[src/rtl/krnl_partialknn_local_sp_ctrl_pkg.sv]
// Shared types, default sizing and the length clamp for the partialKnn local
// single-port search-space controller.
package krnl_partialknn_local_sp_ctrl_pkg;

    localparam int unsigned DATA_WIDTH_DEF   = 256;
    localparam int unsigned ADDR_RANGE_DEF   = 2048;
    localparam int unsigned ADDR_WIDTH_DEF   = 11;
    localparam int unsigned READ_LATENCY_DEF = 2;

    typedef enum logic [2:0] {
        ST_IDLE,
        ST_LOAD,
        ST_READ,
        ST_DRAIN,
        ST_DONE
    } state_e;

    function automatic int unsigned clamp_len(input int unsigned len, input int unsigned range);
        return (len > range) ? range : len;
    endfunction

endpackage

[src/rtl/krnl_partialknn_local_sp_ctrl_fifo.sv]
// Small synchronous FIFO holding returned words plus their last flag; the
// count is exported so the controller can reserve space before issuing reads.
module krnl_partialknn_local_sp_ctrl_fifo
    import krnl_partialknn_local_sp_ctrl_pkg::*;
#(
    parameter int unsigned Width = 257,
    parameter int unsigned Depth = 4,
    parameter int unsigned CntW  = $clog2(Depth + 1)
) (
    input  logic             clk_i,
    input  logic             reset_i,
    input  logic             push_i,
    input  logic [Width-1:0] data_i,
    input  logic             pop_i,
    output logic [Width-1:0] data_o,
    output logic             valid_o,
    output logic [CntW-1:0]  count_o
);
    localparam int unsigned PtrW = (Depth > 1) ? $clog2(Depth) : 1;

    logic [Width-1:0] mem_q [Depth];
    logic [PtrW-1:0]  wr_ptr_q, rd_ptr_q;
    logic [CntW-1:0]  count_q;
    logic             do_push, do_pop;

    assign do_pop  = pop_i && (count_q != '0);
    assign do_push = push_i && (count_q != CntW'(Depth));

    always_ff @(posedge clk_i) begin
        if (reset_i) begin
            wr_ptr_q <= '0;
            rd_ptr_q <= '0;
            count_q  <= '0;
        end else begin
            if (do_push) begin
                wr_ptr_q <= (wr_ptr_q == PtrW'(Depth - 1)) ? '0 : wr_ptr_q + PtrW'(1);
            end
            if (do_pop) begin
                rd_ptr_q <= (rd_ptr_q == PtrW'(Depth - 1)) ? '0 : rd_ptr_q + PtrW'(1);
            end
            count_q <= count_q + CntW'(do_push) - CntW'(do_pop);
        end
    end

    always_ff @(posedge clk_i) begin
        if (do_push) begin
            mem_q[wr_ptr_q] <= data_i;
        end
    end

    assign data_o  = mem_q[rd_ptr_q];
    assign valid_o = (count_q != '0);
    assign count_o = count_q;

endmodule

[src/rtl/krnl_partialknn_local_sp_ctrl.sv]
// Loads a block into the single-port buffer, then replays it a number of
// passes through a credit-protected output FIFO.
//   state  | meaning
//   IDLE   | waiting for start
//   LOAD   | writing the input stream into the buffer
//   READ   | issuing reads while FIFO credit is available
//   DRAIN  | waiting for in-flight reads and the FIFO to empty
//   DONE   | one-cycle completion pulse
module krnl_partialknn_local_sp_ctrl
    import krnl_partialknn_local_sp_ctrl_pkg::*;
#(
    parameter int unsigned DataWidth    = DATA_WIDTH_DEF,
    parameter int unsigned AddressRange = ADDR_RANGE_DEF,
    parameter int unsigned AddressWidth = ADDR_WIDTH_DEF,
    parameter int unsigned ReadLatency  = READ_LATENCY_DEF,
    parameter int unsigned FifoDepth    = ReadLatency + 2
) (
    input  logic                    clk_i,
    input  logic                    reset_i,
    input  logic                    start_i,
    input  logic [AddressWidth:0]   cfg_len_i,
    input  logic [7:0]              cfg_passes_i,
    output logic                    busy_o,
    output logic                    done_o,
    input  logic [DataWidth-1:0]    in_data_i,
    input  logic                    in_valid_i,
    output logic                    in_ready_o,
    output logic [DataWidth-1:0]    out_data_o,
    output logic                    out_valid_o,
    input  logic                    out_ready_i,
    output logic                    out_last_o,
    output logic [AddressWidth-1:0] mem_address0_o,
    output logic                    mem_ce0_o,
    output logic                    mem_we0_o,
    output logic [DataWidth-1:0]    mem_d0_o,
    input  logic [DataWidth-1:0]    mem_q0_i
);
    localparam int unsigned CntW = $clog2(FifoDepth + 1);
    typedef logic [AddressWidth:0] len_t;

    state_e                  state_q, state_d;
    len_t                    len_q, len_d;
    logic [7:0]              passes_q, passes_d;
    logic [7:0]              pass_cnt_q, pass_cnt_d;
    logic [AddressWidth-1:0] wr_ptr_q, wr_ptr_d;
    logic [AddressWidth-1:0] rd_ptr_q, rd_ptr_d;
    logic [ReadLatency-1:0]  issue_sr_q, last_sr_q;

    len_t            len_clamped, last_addr;
    logic            wr_last, rd_last, pass_last;
    logic [CntW-1:0] outstanding, fifo_count;
    logic            credit_ok, issue, issue_last, drain_empty;
    logic            fifo_pop, fifo_valid;
    logic [DataWidth:0] fifo_rdata;

    assign len_clamped = len_t'(clamp_len(32'(cfg_len_i), AddressRange));
    assign last_addr   = len_q - len_t'(1);
    assign wr_last     = ({1'b0, wr_ptr_q} == last_addr);
    assign rd_last     = ({1'b0, rd_ptr_q} == last_addr);
    assign pass_last   = (pass_cnt_q == (passes_q - 8'd1));

    always_comb begin
        outstanding = '0;
        for (int i = 0; i < int'(ReadLatency); i++) begin
            outstanding = outstanding + CntW'(issue_sr_q[i]);
        end
    end

    // Credit counts words still in the memory pipe, so a full FIFO can never be overrun.
    assign credit_ok   = ({1'b0, outstanding} + {1'b0, fifo_count}) < (CntW + 1)'(FifoDepth);
    assign fifo_pop    = fifo_valid && out_ready_i;
    assign drain_empty = (outstanding == '0) &&
                         ((fifo_count == '0) || ((fifo_count == CntW'(1)) && fifo_pop));

    always_comb begin
        state_d        = state_q;
        len_d          = len_q;
        passes_d       = passes_q;
        pass_cnt_d     = pass_cnt_q;
        wr_ptr_d       = wr_ptr_q;
        rd_ptr_d       = rd_ptr_q;
        issue          = 1'b0;
        issue_last     = 1'b0;
        in_ready_o     = 1'b0;
        mem_ce0_o      = 1'b0;
        mem_we0_o      = 1'b0;
        mem_address0_o = '0;
        case (state_q)
            ST_IDLE: begin
                if (start_i) begin
                    len_d      = len_clamped;
                    passes_d   = cfg_passes_i;
                    wr_ptr_d   = '0;
                    rd_ptr_d   = '0;
                    pass_cnt_d = '0;
                    state_d    = (len_clamped == '0) ? ST_DONE : ST_LOAD;
                end
            end
            ST_LOAD: begin
                in_ready_o = 1'b1;
                if (in_valid_i) begin
                    mem_ce0_o      = 1'b1;
                    mem_we0_o      = 1'b1;
                    mem_address0_o = wr_ptr_q;
                    wr_ptr_d       = wr_ptr_q + AddressWidth'(1);
                    if (wr_last) begin
                        state_d = (passes_q != 8'd0) ? ST_READ : ST_DONE;
                    end
                end
            end
            ST_READ: begin
                if (credit_ok) begin
                    issue          = 1'b1;
                    issue_last     = rd_last;
                    mem_ce0_o      = 1'b1;
                    mem_address0_o = rd_ptr_q;
                    if (rd_last) begin
                        rd_ptr_d   = '0;
                        pass_cnt_d = pass_cnt_q + 8'd1;
                        if (pass_last) begin
                            state_d = ST_DRAIN;
                        end
                    end else begin
                        rd_ptr_d = rd_ptr_q + AddressWidth'(1);
                    end
                end
            end
            ST_DRAIN: begin
                if (drain_empty) begin
                    state_d = ST_DONE;
                end
            end
            ST_DONE: begin
                state_d = ST_IDLE;
            end
            default: begin
                state_d = ST_IDLE;
            end
        endcase
    end

    always_ff @(posedge clk_i) begin
        if (reset_i) begin
            state_q    <= ST_IDLE;
            len_q      <= '0;
            passes_q   <= '0;
            pass_cnt_q <= '0;
            wr_ptr_q   <= '0;
            rd_ptr_q   <= '0;
            issue_sr_q <= '0;
            last_sr_q  <= '0;
        end else begin
            state_q    <= state_d;
            len_q      <= len_d;
            passes_q   <= passes_d;
            pass_cnt_q <= pass_cnt_d;
            wr_ptr_q   <= wr_ptr_d;
            rd_ptr_q   <= rd_ptr_d;
            issue_sr_q <= (issue_sr_q << 1) | ReadLatency'(issue);
            last_sr_q  <= (last_sr_q << 1) | ReadLatency'(issue_last);
        end
    end

    krnl_partialknn_local_sp_ctrl_fifo #(
        .Width (DataWidth + 1),
        .Depth (FifoDepth),
        .CntW  (CntW)
    ) u_fifo (
        .clk_i   (clk_i),
        .reset_i (reset_i),
        .push_i  (issue_sr_q[ReadLatency-1]),
        .data_i  ({last_sr_q[ReadLatency-1], mem_q0_i}),
        .pop_i   (fifo_pop),
        .data_o  (fifo_rdata),
        .valid_o (fifo_valid),
        .count_o (fifo_count)
    );

    assign busy_o      = (state_q != ST_IDLE);
    assign done_o      = (state_q == ST_DONE);
    assign mem_d0_o    = in_data_i;
    assign out_valid_o = fifo_valid;
    assign out_data_o  = fifo_rdata[DataWidth-1:0];
    assign out_last_o  = fifo_valid && fifo_rdata[DataWidth];

endmodule
[config.mk]
export PLATFORM = sky130hd
export DESIGN_NAME = krnl_partialknn_local_sp_ctrl
export DESIGN_NICKNAME = d
export VERILOG_FILES = /design/src/rtl/krnl_partialknn_local_sp_ctrl_pkg.sv /design/src/rtl/krnl_partialknn_local_sp_ctrl_fifo.sv /design/src/rtl/krnl_partialknn_local_sp_ctrl.sv
export SDC_FILE = /design/constraint.sdc
export NUM_CORES = 1
export LEC_CHECK = 0
export ABC_CLOCK_PERIOD_IN_PS = 9900
export BUFFER_PORTS_ARGS = -buffer_cell sky130_fd_sc_hd__buf_2
export CORE_MARGIN = 5
export CORE_UTILIZATION = 25
export CTS_BUF_LIST = sky130_fd_sc_hd__clkbuf_2 sky130_fd_sc_hd__clkbuf_4 sky130_fd_sc_hd__clkbuf_8
export CTS_CLUSTER_DIAMETER = 120
export DETAILED_ROUTE_END_ITERATION = 10
export SLEW_MARGIN = 20
export SYNTH_ARGS = -nofsm -noshare
export SYNTH_HDL_FRONTEND = slang
export SYNTH_SLANG_ARGS = --single-unit
[constraint.sdc]
create_clock -name clk_i -period 9.9 [get_ports clk_i]
set_clock_uncertainty 0.15 [all_clocks]
set_input_delay 0 -clock clk_i [delete_from_list [all_inputs] [get_ports clk_i]]
set_output_delay 0 -clock clk_i [all_outputs]
set_load 0.1 [all_outputs]
# [Word-level counts from Yosys, hierarchy flattened]
# Memory sizes are Yosys's and may differ from the RTL's. A register that Yosys moved wholly into a read port is not among the register bits.
# Index checks and enable logic that the tools add are counted.
[classes] addsub=11 order_cmp=2 eq_ne=18 n_mux=38 bitwise_logic=2 reduce_logical=21
[op_table] cell="2-to-1 mux 11 bit" count=6
[op_table] cell="one-hot mux 11 bit (2 select lines)" count=3
[op_table] cell="2-to-1 mux 3 bit" count=9
[op_table] cell="equality test 11 x 12 -> 1 bit" count=2
[op_table] cell="2-to-1 mux 8 bit" count=3
[op_table] cell="adder 11 x 1 -> 11 bit, second input constant" count=2
[op_table] cell="one-hot mux 8 bit (2 select lines)" count=1
[op_table] cell="!= test 2 bit, second input constant" count=7
[op_table] cell="> comparator 12 bit, second input constant" count=1
[op_table] cell="zero test 12 bit" count=1
[op_table] cell="2-to-1 mux 12 bit" count=1
[op_table] cell="one-hot mux 3 bit (4 select lines)" count=1
[op_table] cell="subtractor 12 x 1 -> 12 bit, second input constant" count=1
[op_table] cell="zero test 3 bit" count=3
[op_table] cell="2-to-1 mux 1 bit" count=9
[op_table] cell="adder 8 x 1 -> 8 bit, second input constant" count=1
[op_table] cell="equality test 8 bit" count=1
[op_table] cell="2-to-1 mux 2 bit" count=4
[op_table] cell="nonzero test 8 bit" count=1
[op_table] cell="subtractor 8 x 1 -> 8 bit, second input constant" count=1
[op_table] cell="AND reduction 7 bit" count=1
[op_table] cell="equality test 3 x 1 -> 1 bit, second input constant" count=2
[op_table] cell="equality test 3 x 2 -> 1 bit, second input constant" count=2
[op_table] cell="logical AND 1 bit" count=6
[op_table] cell="other kinds (17)" count=23
[word_totals] reg_bits=64 mem_bits_rw=1028 in_bits=537 elab_cells=104 memories=1
[mem_list] name="u_fifo.mem_q" depth=4 word_bits=257 read_ports=1 rd_ports_with_merged_regs=1 wr=1 line="krnl_partialknn_local_sp_ctrl_fifo.sv:21" text="logic [Width-1:0] mem_q [Depth];"

# [Logic depth before layout (Yosys ltp)]
# Gate-level depths: netlist (run 1).
[depth] depth_word=7 ltp_mapped=13 depth_no_buf=11

# [Hierarchy]
# From an unflattened synthesis (run 1), not the netlist that was laid out.
[unflattened] hier_cells=2093 hier_area_um2=43269.0
[modules_own_cells] mod="krnl_partialknn_local_sp_ctrl_fifo" n_inst=1 cells_each=1392 area_per_inst_um2=37782.5 seq_area_each_um2=31049.8
[modules_own_cells] mod="krnl_partialknn_local_sp_ctrl" n_inst=1 cells_each=701 area_per_inst_um2=5486.5 seq_area_each_um2=1141.1

# [Worst setup path before layout (run 1)]
# OpenSTA, ideal clock, no wires.
[synth_timing] kind="register -> register" start="reg u_fifo.count_q[1], in the netlist u_fifo.count_o[1]" end="mem u_fifo.mem_q[0][0], enable pin" arrival_ns=6.744 required_time_ns=9.099 path_slack_ns=2.355 stages_incl_launch_ff=4 period_less_slack_ns=7.545 cell_sequence="dfxtp_1 > nor2_1 > a21oi_1 > and2_1"
[synth_via] elab_chain_len=4
[synth_rtl] element="start: declaration" line="krnl_partialknn_local_sp_ctrl_fifo.sv:23" text="logic [CntW-1:0] count_q;"
[synth_rtl] element="start signal: assignment" line="krnl_partialknn_local_sp_ctrl_fifo.sv:41" text="count_q <= count_q + CntW'(do_push) - CntW'(do_pop);"
[synth_rtl] element="!= test 3 bit" line="krnl_partialknn_local_sp_ctrl_fifo.sv:27" text="assign do_push = push_i && (count_q != CntW'(Depth));"
[synth_rtl] element="logical AND 1 bit" line="krnl_partialknn_local_sp_ctrl_fifo.sv:27"
[synth_rtl] element="named net u_fifo.do_push" line="krnl_partialknn_local_sp_ctrl_fifo.sv:24" text="logic do_push, do_pop;"
[synth_rtl] element="2-to-1 mux 1 bit" line="krnl_partialknn_local_sp_ctrl_fifo.sv:46" text="if (do_push) begin"
[synth_rtl] element="2-to-1 mux 1 bit (not written as such)" line="krnl_partialknn_local_sp_ctrl_fifo.sv:47" text="mem_q[wr_ptr_q] <= data_i;"
[synth_rtl] element="end: declaration" line="krnl_partialknn_local_sp_ctrl_fifo.sv:21"
# The timed path passes the listed nets, and every way through them passes these cells.

==> reports/summary.txt, run 1 <==
via count: 24800
# placed instances: 4561
Die ar.: 0.180 sq mm
Synth cell types: 60
total track usage: 13.1%
#FFs+latches synth: 1094
syn_nets: 2655
Min Clock Period, post-route: 4.33 ns
synthesized instance count: 2101
max layer used: met5
P_leak: 19.9 nW
Crit Path Class: flip-flop to output pin
number of flops mapped to enable cells by yosys: 1028
Avg Cell Area, Syn: 20.4 sq um
top-area cell type share of the netlist area: 72.0%
Core Box Area: 0.171 sq mm
vias in the first global route: 26400
max-slew violations: 0
drt wl/cell: 21.2 um
endpoints failing hold: 0
Initial DRC Count: 1565
PortBufs: 554
cts bufs inserted: 184
drt total wl: 122 mm
Detail Placement HPWL: 73.4 mm
Worst Hold Path EP: state_q[0]$_SDFFE_PP0P_
Worst Setup End Kind: output pin
share of layout cells above drive strength 1: 31.9%
Critical Path Fanout Max: 81
maximum vdd ir drop: 0.159 mV
Cell Pwr Density: 229 mW/mm^2
Ports: 1067
met1 wire length: 48.1 mm
top post-synthesis cells by count: 1028 x edfxtp_1, 257 x buf_4, 257 x mux4_2, 66 x dfxtp_1, 50 x nand2_1
worst skew pair latency: 0.92 ns
final period utilization: 43.7%
Post-DRT Antenna Nets: 0
CTS sink count: 1094
cell taking the most area after synthesis: edfxtp_1
CTS max path bufs: 3
reg2reg setup slack: 5.79 ns
number of cells on the worst reg-to-reg path: 9
Peak Freq: 0.231 GHz
Yosys Warn Count: 0
first-pass GRT wire length: 175 mm
CTS tree: done
DRT Pass-1 Iters: 5
Util after Layout: 34.3%
Final Cell Area: 0.0587 sq mm
CTS Hold Buffers Added: 853
GPL Wtd Cong: 0.789
sequential share of the synthesized area: 75.1%
metal3 WL: 8.30 mm
GRT Residual Overflow: 0
die height: 424 um
multi-input logic area: 0.00834 sq mm
most frequent cell after synthesis: edfxtp_1
min-delay worst type: input port to flip-flop
asr flop ratio synth: 0%
overall power: 13.5 mW
fin nets: 3921
via-per-instance ratio: 4.30
die width: 424 um
Required @ worst endpoint: 9.75 ns
register area: 0.0322 sq mm
CTS H-tree lvls: 4
cell area after synthesis: 0.0429 sq mm
area delta synth->final: 36.8%
# setup viols final: 0
WHS Path Cells: 6
routed length on met2: 62.0 mm
Top FF cell, synth: edfxtp_1
Slew headroom: 24.0%
post-CTS setup buffer count: 0
Synth area leaders: edfxtp_1 72%, mux4_2 14%, buf_4 4.5%, dfxtp_1 3.1%, xor2_1 0.61%
Reg-to-Reg Start: len_q[4]$_SDFFE_PP0P_
clk slew on worst S/H paths: 0.06 ns
post_cts resized: 0
Non-Filler Instances: 5771
unrepaired setup endpoints after global routing: no
initial antenna violation count: 38
setup TNS: 0 ns
clk root buf: clkbuf_8
origin of the worst min-delay path: in_valid_i
placed cell area: 0.0465 sq mm
critical path startpoint category: flip-flop
outcome: completed
Worst R2R End: state_q[2]$_SDFFE_PP0P_
largest net degree at the start of global routing: 128
MaxCap Viol Count: 0
Initial Util: 25.0%
FILL cells: 16200
CP Data Arrival Time: 4.18 ns
Row Count: 152
slew at the pin closest to its max-slew limit: 1.14 ns
DRC viols: 0
## power by group
group          leakage, nW  switching (mW)  total [mW]  internal [mW]
Clock                 1.86            1.88        3.95           2.07
Sequential            9.78          0.0745        5.18           5.10
Combinational         8.25            3.30        4.33           1.02
## worst max-delay path by stage
stage / from / to / slack [ns] / cells past startpoint
floorplan: u_fifo.count_o[1]$_SDFF_PP0_ / u_fifo.mem_q[0][0]$_DFFE_PP_ / 2.36 / 3
global placement: u_fifo.count_o[1]$_SDFF_PP0_ / u_fifo.mem_q[0][179]$_DFFE_PP_ / 5.84 / 5
detailed placement: u_fifo.count_o[1]$_SDFF_PP0_ / u_fifo.mem_q[0][247]$_DFFE_PP_ / 5.84 / 5
CTS: flip-flop / out_data_o[132] / 5.23 / 4
global route: flip-flop / out_data_o[31] / 5.10 / 4
finish: flip-flop / out_data_o[57] / 5.57 / 4
## sequential cells by signal (all words and copies together), names as in the netlist, named ones only
| register | count |
|---|---|
| len_q | 12 |
| pass_cnt_q | 8 |
| u_fifo.wr_ptr_q | 2 |
| rd_ptr_q | 11 |
| wr_ptr_q | 11 |
| u_fifo.mem_q | 1028 |
| u_fifo.rd_ptr_q | 2 |
| last_sr_q | 2 |
| state_q | 3 |
| issue_sr_q | 2 |
| passes_q | 8 |
| u_fifo.count_o | 3 |
## layer usage
| layer | global-route usage, % | vias up |
|---|---|---|
| met5 | 0.108 | - |
| met4 | 5.16 | 22 |
| met3 | 3.94 | 247 |
| met2 | 22.0 | 991 |
| met1 | 15.8 | 12800 |
| li1 | - | 10800 |
## cell type report
class	count	share of cell area, %
repair buffers	1427	19.8
well taps	2233	4.76
diodes	23	0.0981
flip-flops and latches	1094	54.9
clock inverters	105	1.24
multi-input cells	640	14.2
inverters	20	0.128
clock buffers	229	4.90
## metrics by stage
| step | worst slack (ns) | hold WS [ns] |
|---|---|---|
| 2_1_floorplan | 2.36 | -0.0511 |
| 3_3_place_gp | 5.84 | -0.149 |
| 3_5_place_dp | 5.84 | -0.149 |
| 4_1_cts | 5.23 | 0.000302 |
| 5_1_grt | 5.10 | 0.0886 |
| 6_report | 5.57 | 0.180 |
## worst max-delay path, cell delays in order, from the launching register on
cell,delay [ns]
dfxtp_4,0.81
buf_12,0.57
buf_4,0.77
mux4_2,0.61
buf_2,0.31
## cell usage in the layout (no fill, tap or decap), types with 9 or more instances in the layout
master	instances
or3_1	12
clkbuf_8	185
buf_2	554
clkinv_2	16
buf_4	10
inv_1	20
diode_2	23
nand4_1	9
o21ai_0	19
nand3_1	19
dfxtp_1	64
nor2_1	47
mux4_2	257
clkinv_1	63
xor2_1	30
nor3_1	9
dlygate4sd3_1	853
buf_12	10
xnor2_1	29
ha_1	16
a22o_1	18
a21oi_1	27
edfxtp_1	1028
nand2_1	50
clkbuf_4	44
## cell families (layout without fill, tap and decap cells)
family,count (synthesis),after routing,share of synthesized area [%]
AOI/OAI and AO/OA,94,94,1.46
adders and majority gates,17,17,0.514
buffers and inverters,367,1781,5.49
other,0,23,0
xor gates and xnor gates,61,61,1.31
and+or+nand+nor,204,204,2.47
muxes,264,264,13.7
DFF,1094,1094,75.1
(Power assumes the default switching activity.)
==> run 2, diff against run 1 <==
Settings changed: ABC_CLOCK_PERIOD_IN_PS 9900 to 3600.
Clock period 9.9 ns to 3.6 ns, I/O delays scaled along.
==> reports/summary.txt, run 2 (same netlist as run 1, synthesis figures left out) <==
sw frac: 38.9% (-0.19 points)
Core Box Area: 0.171 sq mm (unchanged)
Row Count: 152 (unchanged)
initial antenna violation count: 19 (-50%)
area delta synth->final: 38.5%
Peak Freq: 0.296 GHz
max-slew violations: 0 (unchanged)
CTS tree: done
Crit Path Class: flip-flop to output pin
worst path cell trace: ha_1, ha_1, a311oi_1, buf_4, and3_1, a22o_1, buf_2
CTS max path bufs: 3 (unchanged)
Initial Util: 25.0% (unchanged)
max reg flops: 1028 (unchanged)
Worst path most repeated cell: ha_1
share of layout cells above drive strength 1: 33.9% (+2.0 points)
GR Util met3: 2.79% (-1.1 points)
P_leak: 20.4 nW (+2.3%)
CP Data Arrival Time: 3.23 ns (-0.95 ns)
MaxCap Viol Count: 0 (unchanged)
Cell Pwr Density: 624 mW/mm^2 (+170%)
register area: 0.0322 sq mm (unchanged)
CTS sink count: 1094 (unchanged)
Biggest register: u_fifo.mem_q
die height: 424 um (unchanged)
Post-DRT Antenna Nets: 0 (unchanged)
first-pass GRT wire length: 179 mm (+1.9%)
GPL Wtd Cong: 0.801 (+1.5%)
Critical Path Fanout Max: 11 (-86%)
Ports: 1067 (unchanged)
Non-Filler Instances: 5820 (+0.85%)
Die ar.: 0.180 sq mm (unchanged)
met2 usage: 22.2% (+0.27 points)
vias in the first global route: 26500 (+0.56%)
placed cell area: 0.0473 sq mm (+1.8%)
PortBufs: 554 (unchanged)
maximum vdd ir drop: 0.355 mV (+120%)
GRT Residual Overflow: 0 (unchanged)
Slew headroom: 25.0% (+0.90 points)
drt total wl: 124 mm (+1.0%)
Min Clock Period, post-route: 3.38 ns
Final Cell Area: 0.0594 sq mm (+1.3%)
multi-input logic area: 0.00834 sq mm (about the same)
Clk network pwr share: 28.9% (-0.5 points)
die width: 424 um (unchanged)
clk root buf: clkbuf_8
commonest non-fill, non-tap cell in the layout: edfxtp_1
critical path startpoint category: flip-flop
cts bufs inserted: 180 (-2.2%)
biggest regs: u_fifo.mem_q: 1028 flops, len_q: 12 flops
Max stage delay on crit path: 0.45 ns (-0.36 ns)
sw power: 14.4 mW (+170%)
Hold WS: 0.165 ns (-0.0148 ns)
Detail Placement HPWL: 79.0 mm (+7.7%)
share of power burned in registers: 38.3% (-0.2 points)
clk slew on worst S/H paths: 0.06 ns (about the same)
outcome: completed
via-per-instance ratio: 4.31 (+0.18%)
slowest CP cell: buf_2
fin nets: 3994 (+1.9%)
DRT Pass-1 Iters: 5 (unchanged)
commonest cells after routing, fill and taps aside: 1028 x edfxtp_1, 851 x dlygate4sd3_1, 547 x buf_2
FILL cells: 16000 (-1.2%)
internal power: 22.6 mW (+180%)
largest net degree at the start of global routing: 95 (-26%)
Comb pwr share: 32.8% (+0.6 points)
endpoints failing hold: 0 (unchanged)
min-delay worst type: input port to flip-flop
DRC viols: 0 (unchanged)
worst skew pair latency: 0.90 ns (-0.02 ns)
# placed instances: 4640 (+1.7%)
total track usage: 13.2% (+0.12 points)
# setup viols final: 0 (unchanged)
setup slack after layout: 0.223 ns (-5.35 ns)
busiest grt layer: met2
final period utilization: 93.8%
via count: 25100 (+1.0%)
drt wl/cell: 21.2 um (+0.15%)
dpl ws: 0.306 ns (-5.53 ns)
Worst Setup End Kind: output pin
routing usage on met1: 16.9% (+1.2 points)
Required @ worst endpoint: 3.45 ns (-6.30 ns)
CTS H-tree lvls: 4 (unchanged)
post-CTS setup buffer count: 0 (unchanged)
slew at the pin closest to its max-slew limit: 1.12 ns (-0.0135 ns)
Initial DRC Count: 1675 (+7.0%)
run 2: cell types whose count changed in the layout (fill, tap and decap cells not counted), sizes merged:
cell	change
diode	-15
clkinv	-35
buf	+72
clkbuf	+30
clkinvlp	-2
bufinv	-3
dlygate4sd3	-2
inv	+4
run 2: cell type report:
type	instances	share of cell area, %
clock buffers	252	5.11
clock inverters	69	0.830
inverters	20	0.126
diodes	8	0.0337
multi-input cells	640	14.0
flip-flops and latches	1094	54.2
well taps	2233	4.70
repair buffers	1504	20.9
run 2: worst max-delay path: cells and delay by family, from the launching register on:
family / cells / cell delay, ns
buf+inv: 2 / 0.62
compound gates: 2 / 0.51
fa+ha+maj: 2 / 0.46
simple gates: 1 / 0.42
flops: 1 / 0.31
run 2: final timing paths:
kind	to	startpoint	slack, ns	depth (start not counted)
worst min-delay path	state_q[2]$_SDFFE_PP0P_	cfg_len_i[5]	0.16	6
worst min register to register	issue_sr_q[1]$_SDFF_PP0_	issue_sr_q[0]$_SDFF_PP0_	0.32	2
worst max register to register	state_q[0]$_SDFFE_PP0P_	len_q[0]$_SDFFE_PP0P_	0.32	10
worst max-delay path	mem_address0_o[8]	issue_sr_q[0]$_SDFF_PP0_	0.22	7
run 2: power by group through the flow:
stage	clock (mW)	sequential [mW]	combinational (mW)
after floorplan	0	14.4	9.63
after global placement	0	14.5	10.3
after detailed placement	0	14.5	10.3
after CTS	11.1	14.2	12.2
after global routing	11.7	14.2	12.6
final	10.7	14.2	12.2
run 2: repair_timing:
| action | in CTS | in global routing |
|---|---|---|
| hold buffers | 851 | 0 |
| gates resized for setup | 0 | 7 |
| setup endpoints to repair | 0 | 7 |
| hold endpoints to repair | 1346 | 0 |
run 2: metrics by stage:
step	power (mW)	TNS (ns)	utilization (%)
3_5_place_dp	24.7	0	27.6
5_1_grt	38.4	-0.0000930	34.7
3_3_place_gp	24.7	0	27.6
2_1_floorplan	24.0	-1118.16	-
4_1_cts	37.5	0	34.7
6_report	37.1	0	34.7
run 2: layer usage:
layer  wire length, um  share of wire (%)
met1             50600                 41
met2             62600                 51
met3              7010                5.7
met4              3250                2.6
met5                 8             0.0065
